$ cat src/rtl/rr_mux4_arbiter_if.sv
// Handshake bundle between four requesters and the round-robin mux arbiter.
// master drives requests/data, slave returns grant, mux selects and the registered result.
interface rr_mux4_arbiter_if;
  logic [3:0] req;
  logic [3:0] din;
  logic [3:0] gnt;
  logic       sel1;
  logic       sel0;
  logic       f;
  logic       f_valid;
  logic       busy;

  modport master (
    output req, din,
    input  gnt, sel1, sel0, f, f_valid, busy
  );

  modport slave (
    input  req, din,
    output gnt, sel1, sel0, f, f_valid, busy
  );
endinterface

$ cat src/rtl/rr_mux4_arbiter.sv
// Round-robin arbiter sharing one 4:1 mux among four requesters; grant one cycle after request,
// f/f_valid one cycle after a transfer, grants bounded by HOLD_MAX cycles with no idle gap on handover.
module rr_mux4_arbiter #(
  parameter int HOLD_MAX = 4,
  parameter int CNT_W    = 3
) (
  input  logic              clk,
  input  logic              rst,
  rr_mux4_arbiter_if.slave  bus
);

  typedef enum logic {IDLE, GRANT} state_t;

  state_t             state_q, state_d;
  logic [1:0]         last_q,  last_d;
  logic [CNT_W-1:0]   cnt_q,   cnt_d;
  logic [3:0]         gnt_q,   gnt_d;
  logic [1:0]         sel_q,   sel_d;
  logic               f_q,     f_d;
  logic               f_valid_q, f_valid_d;

  logic               mux_out;
  logic               xfer;
  logic               release_now;
  logic [1:0]         winner;

  // First set request starting at base+1, wrapping around to base itself last.
  function automatic logic [1:0] rr_pick(input logic [3:0] r, input logic [1:0] base);
    logic [1:0] idx;
    rr_pick = base;
    for (int i = 4; i >= 1; i--) begin
      idx = base + 2'(i);
      if (r[idx]) rr_pick = idx;
    end
  endfunction

  // Gate-level 4:1 mux driven by the registered selects.
  always_comb begin
    mux_out = (~sel_q[1] & ~sel_q[0] & bus.din[0]) |
              (~sel_q[1] &  sel_q[0] & bus.din[1]) |
              ( sel_q[1] & ~sel_q[0] & bus.din[2]) |
              ( sel_q[1] &  sel_q[0] & bus.din[3]);
  end

  always_comb begin
    state_d     = state_q;
    last_d      = last_q;
    cnt_d       = cnt_q;
    gnt_d       = gnt_q;
    sel_d       = sel_q;
    f_d         = f_q;
    f_valid_d   = 1'b0;
    xfer        = (state_q == GRANT) && gnt_q[sel_q] && bus.req[sel_q];
    release_now = !bus.req[sel_q] || (cnt_q == CNT_W'(HOLD_MAX));
    winner      = rr_pick(bus.req, last_q);

    if (xfer) begin
      f_d       = mux_out;
      f_valid_d = 1'b1;
    end

    case (state_q)
      IDLE: begin
        gnt_d = 4'b0000;
        if (bus.req != 4'b0000) begin
          gnt_d   = 4'b0001 << winner;
          sel_d   = winner;
          cnt_d   = CNT_W'(1);
          state_d = GRANT;
        end
      end
      GRANT: begin
        if (release_now) begin
          // Re-arbitrate immediately from the released requester so handover has no gap.
          last_d = sel_q;
          winner = rr_pick(bus.req, sel_q);
          if (bus.req != 4'b0000) begin
            gnt_d = 4'b0001 << winner;
            sel_d = winner;
            cnt_d = CNT_W'(1);
          end else begin
            gnt_d   = 4'b0000;
            cnt_d   = '0;
            state_d = IDLE;
          end
        end else begin
          cnt_d = cnt_q + CNT_W'(1);
        end
      end
      default: begin
        state_d = IDLE;
        gnt_d   = 4'b0000;
      end
    endcase
  end

  always_ff @(posedge clk) begin
    if (rst) begin
      state_q   <= IDLE;
      last_q    <= 2'd3;
      cnt_q     <= '0;
      gnt_q     <= 4'b0000;
      sel_q     <= 2'b00;
      f_q       <= 1'b0;
      f_valid_q <= 1'b0;
    end else begin
      state_q   <= state_d;
      last_q    <= last_d;
      cnt_q     <= cnt_d;
      gnt_q     <= gnt_d;
      sel_q     <= sel_d;
      f_q       <= f_d;
      f_valid_q <= f_valid_d;
    end
  end

  assign bus.gnt     = gnt_q;
  assign bus.sel1    = sel_q[1];
  assign bus.sel0    = sel_q[0];
  assign bus.f       = f_q;
  assign bus.f_valid = f_valid_q;
  assign bus.busy    = (state_q == GRANT);

endmodule

$ cat src/flat_wrapper.sv
// flat-port wrapper written by rule: the top's interface ports become plain ports
module rr_mux4_arbiter_flat 
#(
  parameter int HOLD_MAX = 4,
  parameter int CNT_W    = 3
)
  (clk, rst, bus_req, bus_din, bus_gnt, bus_sel1, bus_sel0, bus_f, bus_f_valid, bus_busy);
  rr_mux4_arbiter_if bus_i ();
  input  logic clk;
  input  logic rst;
  input wire logic [$bits(bus_i.req)-1:0] bus_req;
  input wire logic [$bits(bus_i.din)-1:0] bus_din;
  output wire logic [$bits(bus_i.gnt)-1:0] bus_gnt;
  output wire logic [$bits(bus_i.sel1)-1:0] bus_sel1;
  output wire logic [$bits(bus_i.sel0)-1:0] bus_sel0;
  output wire logic [$bits(bus_i.f)-1:0] bus_f;
  output wire logic [$bits(bus_i.f_valid)-1:0] bus_f_valid;
  output wire logic [$bits(bus_i.busy)-1:0] bus_busy;
  assign bus_i.req = bus_req;
  assign bus_i.din = bus_din;
  assign bus_gnt = bus_i.gnt;
  assign bus_sel1 = bus_i.sel1;
  assign bus_sel0 = bus_i.sel0;
  assign bus_f = bus_i.f;
  assign bus_f_valid = bus_i.f_valid;
  assign bus_busy = bus_i.busy;
  rr_mux4_arbiter #(.HOLD_MAX(HOLD_MAX), .CNT_W(CNT_W)) u_core (.clk(clk), .rst(rst), .bus(bus_i));
endmodule
$ cat config.mk
export PLATFORM = sky130hd
export DESIGN_NAME = rr_mux4_arbiter_flat
export DESIGN_NICKNAME = d
export VERILOG_FILES = /design/src/rtl/rr_mux4_arbiter_if.sv /design/src/rtl/rr_mux4_arbiter.sv /design/src/flat_wrapper.sv
export SDC_FILE = /design/constraint.sdc
export NUM_CORES = 1
export LEC_CHECK = 0
export ABC_AREA = 1
export BUFFER_PORTS_ARGS = -buffer_cell sky130_fd_sc_hd__buf_4
export CAP_MARGIN = 20
export CORE_UTILIZATION = 35
export DETAILED_ROUTE_END_ITERATION = 10
export SYNTH_ARGS = -nofsm -noshare
export SYNTH_HDL_FRONTEND = slang
export SYNTH_SLANG_ARGS = --single-unit
export TNS_END_PERCENT = 100
$ cat constraint.sdc
create_clock -name clk -period 2.4 [get_ports clk]
set_input_delay 0 -clock clk [delete_from_list [all_inputs] [get_ports clk]]
set_output_delay 0 -clock clk [all_outputs]
set_load 0.05 [all_outputs]
==> run_results.csv, run 1 <==
group,metric,value,unit
outcome,outcome,"finished, final reports clean",
finish,drive_above_1_share,0.304,
route,ant_nets,0,
logic_synthesis,yosys_warnings,0,
floorplanning,num_rows,20,
route,via_count,1205,
floorplanning,dieArea,3640,µm²
floorplanning,core,3150,µm²
logic_synthesis,syn-num-nets,201,
timing,skew,0.00496,ns
placement,place.gp.congestion,0.825,
logic_synthesis,synth_compound_area_frac,0.140,
route,avgViaCountPerCell,4.80,
pwr,seqPwrFrac,0.232,
clock_network,cts_made_buffers,3,
timing,hold_violations,0,
min_path,hold_path_class,"in -> reg",
critical_path,cp_slowest_stage_delay,0.58,ns
timing,timing.final.crit_period,1.91,ns
placement,post-dp-hpwl,2280,µm
critical_path,path_max_fanout,11,
route,drc,0,
pwr,p_switching,0.828,mW
global_routing,grt_antenna_before_repair,0,
critical_path,critPathTopFamily,"simple AND/OR/NAND/NOR gates",
clock_network,cts_buffer_depth,2,
timing,fmax,524,MHz
finish,register_area,280,µm²
critical_path,worstSetupPathType,"reg -> reg",
clock_network,clk_latency,0.28,ns
route,wl_per_cell,11.3,µm
route,dr.first_iter.drc_count,45,
finish,post-route-util,0.450,
clock_network,clk_pin_slew_worst_paths,0.08,ns
pwr,power_frac_clock,0.108,
clock_network,tritoncts,"built",
logic_synthesis,yosys.cell_types.count,28,
floorplanning,initial_utilization,0.378,
global_routing,grt.overflow.total,0,
logic_synthesis,netlist.top_cell.by_area,"dfxtp_1",
clock_network,h-tree-depth,1,
critical_path,cp_cell_sequence,"inv_8 > ha_1 > inv_1 > nand3_1 > nand2_1 > nand3_1 > nand2_1 > nand2_1 > nor2_2 > nand3_1 > nand3_1 > nand2_1 > inv_1",
critical_path,arrival,2.14,ns
logic_synthesis,avgSynthCellArea,6.45,µm²
finish,multiInputGateArea,773,µm²
floorplanning,die_h,60.4,µm
min_path,worstHoldStart,"bus_din[3]",
pwr,p_per_area,1090,nW/µm²
run,drv_cap,0,
route,wirelength,2830,µm
logic_synthesis,synthAdderAreaFrac,0.0630,
floorplanning,io_pins,19,
finish,finalNetCount,224,
finish,diodes,0,
critical_path,path_buf_inv,3,
logic_synthesis,synth_area_leaders,"dfxtp_1 (24%), nand2_1 (15%), nand2_2 (7.9%), nand3_1 (6.7%), ha_1 (6.3%)",
floorplanning,die_w,60.4,µm
clock_network,cts_setup_buffers,0,
critical_path,endpoint_kind,"register",
logic_synthesis,synth_mux_area_frac,0,
timing,rsz0062_at_grt,"false",
critical_path,crit_slowest_cell,"dfxtp_1",
pwr,peakVddDrop,528,µV
timing,hold_ws,0.00844,ns
pwr,comb_power_share,0.660,
timing,setup_tns,0,ns
finish,area_growth,18.9,%
clock_network,cts.sinks,14,
logic_synthesis,synth_top_family_by_area,"simple AND/OR/NAND/NOR gates",
timing,drv_slew,0,
critical_path,cp-start-kind,"register",
logic_synthesis,synthXorXnorAreaFrac,0,
logic_synthesis,yosys.area.top_type_share,0.235,
logic_synthesis,yosys.area_share.simple,0.446,
critical_path,required,2.63,ns
timing,timing.final.crit_share,0.796,
critical_path,cp-startpoint,"u_core.sel_q[0]$_SDFFE_PP0P_",
logic_synthesis,yosysSeqAreaShare,0.235,
timing,max-slew-margin-rel,0.725,
timing,worstMarginPinSlew,0.412,ns
placement,io_buffers,18,
logic_synthesis,synthCells,185,
global_routing,grt_first_pass_wirelength,4820,µm
global_routing,grt_pass1_vias,1057,
pwr,p_int,0.723,mW
global_routing,grt_start_max_net_pins,12,
finish,nFillCells,352,
critical_path,rr_startpoint,"u_core.sel_q[0]$_SDFFE_PP0P_",
critical_path,r2r_slack,0.49,ns
pwr,swShare,0.534,
logic_synthesis,ys_ff_latch,14,
global_routing,grt_usage,0.176,
clock_network,root_buffer,"clkbuf_4",
route,first_pass_iters,4,
timing,final-setup-viol-count,0,
pwr,p_leak,0.747,nW
logic_synthesis,syn-cell-area,1190,µm²
-- worst paths after layout --
check        cells past startpoint                              to
max reg2reg                     13  u_core.bus.gnt[3]$_SDFFE_PP0P_
max                             13  u_core.bus.gnt[3]$_SDFFE_PP0P_
min reg2reg                      2    u_core.cnt_q[1]$_SDFFE_PP0P_
min                              3       u_core.bus.f$_SDFFE_PP0P_
-- registers in the layout (all words and copies together) (netlist names) --
| name | count |
|---|---|
| u_core.bus.busy | 1 |
| u_core.bus.f | 1 |
| u_core.bus.f_valid | 1 |
| u_core.bus.gnt | 4 |
| u_core.cnt_q | 3 |
| u_core.last_q | 2 |
| u_core.sel_q | 2 |
-- cells in the mapped netlist (all sizes together) --
cell and count:
nand2 68, inv 27, nand3 18, dfxtp 14
nor2 14, a21oi 12, o21ai 11, ha 6
nand4 3, a211oi 2, buf 2, o211ai 2
and2 1, clkbuf 1, clkinv 1, nor3 1
nor4 1, o22ai 1
-- routing by layer --
metal / GRT usage / wire length [µm]
met5: 0 / 0
met4: 0.0199 / 10
met3: 0.0320 / 153
met1: 0.241 / 1320
met2: 0.295 / 1350
-- worst register-to-register path, stage by stage, from the launching register on --
cell and delay [ns]:
dfxtp_1 0.58, inv_8 0.10, ha_1 0.34, inv_1 0.08
nand3_1 0.09, nand2_1 0.07, nand3_1 0.06, nand2_1 0.08
nand2_1 0.08, nor2_2 0.11, nand3_1 0.08, nand3_1 0.09
nand2_1 0.05, inv_1 0.05
-- layout make-up --
| type | count | share of cell area |
|---|---|---|
| Multi-Input combinational cell | 140 | 0.545 |
| Sequential cell | 14 | 0.198 |
| Timing Repair Buffer | 21 | 0.113 |
| Inverter | 28 | 0.0794 |
| Tap cell | 44 | 0.0388 |
| Clock buffer | 4 | 0.0256 |
-- timing repair --
action	4_1_cts	5_1_grt
gates resized for setup	0	0
hold buffers	1	0
endpoints found under the hold margin	6	0
-- kinds of logic (layout without fill, tap and decap cells) --
group,Yosys count,after routing
AOI/OAI and AO/OA,28,28
and+or+nand+nor,106,106
buffers and inverters,31,53
DFF,14,14
adders and majority gates,6,6
-- through the flow --
stage / total power [mW] / cells / setup WS (ns) / instance area (µm²)
finish: 1.55 / 251 / 0.491 / 1420
detailed placement: 1.39 / 246 / 0.507 / 1370
global placement: 1.39 / 246 / 0.577 / 1370
floorplan: 1.17 / 185 / 0.367 / 1190
global route: 1.69 / 251 / 0.306 / 1420
CTS: 1.56 / 251 / 0.482 / 1420
-- power by group through the flow --
stage | Sequential (mW) | Clock (mW) | Combinational [mW]
final | 0.360 | 0.167 | 1.02
after global routing | 0.368 | 0.181 | 1.14
after CTS | 0.359 | 0.170 | 1.03
after detailed placement | 0.364 | 0 | 1.02
after global placement | 0.364 | 0 | 1.03
after floorplan | 0.487 | 0 | 0.679
-- layout by cell type (no fill, tap or decap), types with 2 or more instances in the layout --
master / instances
a211oi_1: 2
a21oi_1: 11
buf_4: 20
clkbuf_4: 3
dfxtp_1: 14
ha_1: 6
inv_1: 17
inv_2: 9
nand2_1: 49
nand2_2: 15
nand2_4: 4
nand3_1: 16
nand3_2: 2
nand4_1: 3
nor2_1: 11
nor2_4: 2
o211ai_1: 2
o21ai_0: 5
o21ai_1: 3
o21ai_2: 3
(Power assumes the default switching activity.)
==> inputs of run 2 (changes only) <==
- ABC_AREA: 1 -> 0
- clock period: 2.4 -> 1.7 ns (I/O delays scaled with it)
==> run 2 against run 1 <==
  * The run now ends with design-rule violations, negative setup slack left
  * Sequential share of layout area fell by 0.84 points
  * Via count fell by 3.7%
  * Routed wire length fell by 0.85%
  * Combinational power fell by 28%
  * Critical path depth fell by 8
  * Final cell count fell by 21%
  * Non-clock buffer count rose by 19
  * Sequential power rose by 14%
  * Flip-flop and latch count did not move
  * Critical path type unchanged
  * Largest cell class unchanged
  * Largest power group unchanged
  * Highest routed layer unchanged
==> run_results.csv, run 2 <==
group,metric,value,unit
timing,drv_slew,0,
clock_network,tritoncts,"built",
logic_synthesis,avgSynthCellArea,8.08,µm²
global_routing,grt_first_pass_wirelength,4840,µm
finish,final_cell_mix,"buf_4 (36), nand2_1 (12), dfxtp_1 (12)",
logic_synthesis,yosys_warnings,0,
critical_path,worstSetupPathType,"reg -> reg",
placement,post-dp-hpwl,2010,µm
run,drv_cap,0,
critical_path,path_max_fanout,6,
outcome,outcome,"finished, violations left",
timing,timing.final.crit_period,1.82,ns
global_routing,grt_usage,0.186,
clock_network,cts_made_buffers,3,
finish,largest_reg_flops,4,
logic_synthesis,synth_area_leaders,"dfxtp_1 (26%), ha_1 (6.9%), nand2_1 (4.9%), a21oi_1 (4.2%), mux4_2 (4.2%)",
placement,place.gp.congestion,0.831,
logic_synthesis,yosysSeqAreaShare,0.259,
pwr,p_leak,0.651,nW
timing,worstMarginPinSlew,0.543,ns
clock_network,clk_latency,0.28,ns
floorplanning,core,2850,µm²
route,avgViaCountPerCell,5.83,
logic_synthesis,synthArstFlopShare,0,
clock_network,cts.sinks,14,
clock_network,root_buffer,"clkbuf_4",
finish,nFillCells,270,
logic_synthesis,synth_enable_flop_cells,0,
outcome,violations,"design-rule violations, negative setup slack",
timing,hold_ws,0.134,ns
floorplanning,die_h,57.6,µm
timing,final.setup.worst_slack,-0.123,ns
logic_synthesis,ys.flop_type,"dfxtp_1",
floorplanning,die_w,57.6,µm
timing,hold_violations,0,
route,drc,2,
floorplanning,io_pins,19,
clock_network,clk_pin_slew_worst_paths,0.08,ns
finish,multiInputGateArea,807,µm²
global_routing,grt_pass1_vias,1096,
finish,finalNetCount,185,
logic_synthesis,ys_ff_latch,14,
logic_synthesis,synthCells,134,
finish,register_area,288,µm²
logic_synthesis,netlist.top_cell.by_area,"dfxtp_1",
finish,area_growth,40.5,%
route,wl_per_cell,14.1,µm
floorplanning,initial_utilization,0.379,
finish,layout_commonest_cell,"buf_4",
min_path,hold_path_class,"in -> reg",
critical_path,cp-start-kind,"register",
global_routing,grt_start_max_net_pins,16,
logic_synthesis,syn-num-nets,150,
route,ant_nets,0,
finish,diodes,0,
timing,rsz0062_at_grt,"true",
clock_network,cts_buffer_depth,2,
pwr,p_per_area,910,nW/µm²
route,first_pass_iters,8,
logic_synthesis,yosys.area.top_type_share,0.259,
finish,drive_above_1_share,0.435,
critical_path,endpoint_kind,"register",
pwr,fin_total_pwr,1.38,mW
route,via_count,1161,
logic_synthesis,yosys.cell_types.count,45,
route,wirelength,2810,µm
timing,skew,0.00159,ns
pwr,peakVddDrop,606,µV
global_routing,grt.overflow.total,0,
timing,timing.final.crit_share,1.07,
floorplanning,num_rows,19,
logic_synthesis,syn-cell-area,1080,µm²
logic_synthesis,synthTopCellsByCount,"dfxtp_1 (14), nand2_1 (14), nor2_1 (11)",
global_routing,grt_antenna_before_repair,0,
placement,io_buffers,18,
timing,max-slew-margin-rel,0.636,
critical_path,arrival,2.04,ns
timing,final-setup-viol-count,6,
route,dr.first_iter.drc_count,35,
timing,fmax,548,MHz
clock_network,h-tree-depth,1,
floorplanning,dieArea,3320,µm²
critical_path,required,1.91,ns
-- run 2: cell count changes after synthesis, sizes merged, moves of 4 or more --
| cell | change |
|---|---|
| nand2 | -54 |
| inv | -18 |
| nand3 | -14 |
| buf | +4 |
| nand2b | +4 |
-- run 2: per-layer routing --
| layer | share of wire | global-route usage | vias to the layer above |
|---|---|---|---|
| met5 | 0 | 0 | - |
| met3 | 0.048 | 0.0446 | 2 |
| li1 | - | - | 560 |
| met4 | 0.0046 | 0.0383 | 0 |
| met2 | 0.51 | 0.324 | 42 |
| met1 | 0.43 | 0.233 | 557 |
-- run 2: per-stage QoR --
step                      worst slack (ns)  cell area, µm²  utilization  setup TNS, ns  std cells
final                               -0.123            1520        0.533         -0.446        199
after global routing                -0.226            1520        0.533          -1.20        199
after CTS                           -0.151            1440        0.506         -0.752        197
after detailed placement            -0.140            1360        0.476         -0.546        191
after global placement              -0.125            1360        0.476         -0.511        191
after floorplan                     -0.414            1130            -          -1.53        134
-- run 2: critical path: stages (launching register included) --
cell and delay, ns:
dfxtp_4 0.40, mux4_2 0.54, a21boi_4 0.17, a21o_1 0.18
or3b_1 0.34, a31oi_1 0.12
-- run 2: worst paths after layout --
path	endpoint	depth (start not counted)	startpoint	slack, ns
hold reg to reg	u_core.bus.f$_SDFFE_PP0P_	2	u_core.bus.f$_SDFFE_PP0P_	0.46
hold / removal	u_core.bus.f$_SDFFE_PP0P_	4	bus_din[3]	0.13
setup reg to reg	u_core.sel_q[1]$_SDFFE_PP0P_	5	u_core.sel_q[0]$_SDFFE_PP0P_	-0.12
setup / recovery	u_core.sel_q[1]$_SDFFE_PP0P_	5	u_core.sel_q[0]$_SDFFE_PP0P_	-0.12
-- run 2: layout make-up --
class                      count  area share
clock buffer                   4      0.0239
inverter                       9      0.0239
multi-input combinational    101       0.531
sequential                    14       0.189
tap                           31      0.0255
timing repair buffer          40       0.207
-- run 2: cell families after synthesis --
kind of cell,after synthesis,share of synthesized area
adder cells (fa/ha/maj),6,0.0694
buffers and inverters,19,0.0890
AND/OR/NAND/NOR,48,0.224
multiplexers,5,0.0856
AO/OA/AOI/OAI,42,0.273
flip-flops,14,0.259
-- run 2: power breakdown --
group / internal (mW) / total [mW] / switching, mW / leakage (nW)
Sequential: 0.365 / 0.409 / 0.0431 / 0.116
Combinational: 0.351 / 0.733 / 0.382 / 0.514
Clock: 0.130 / 0.242 / 0.112 / 0.0210
-- run 2: what timing repair did --
action                                  in CTS  in global routing
endpoints found under the setup margin       8                  9
gates resized for setup                      7                 18
endpoints found under the hold margin        8                  0
pin swaps                                    3                 11
hold buffers                                 1                  0
buffers inserted                             1                  2
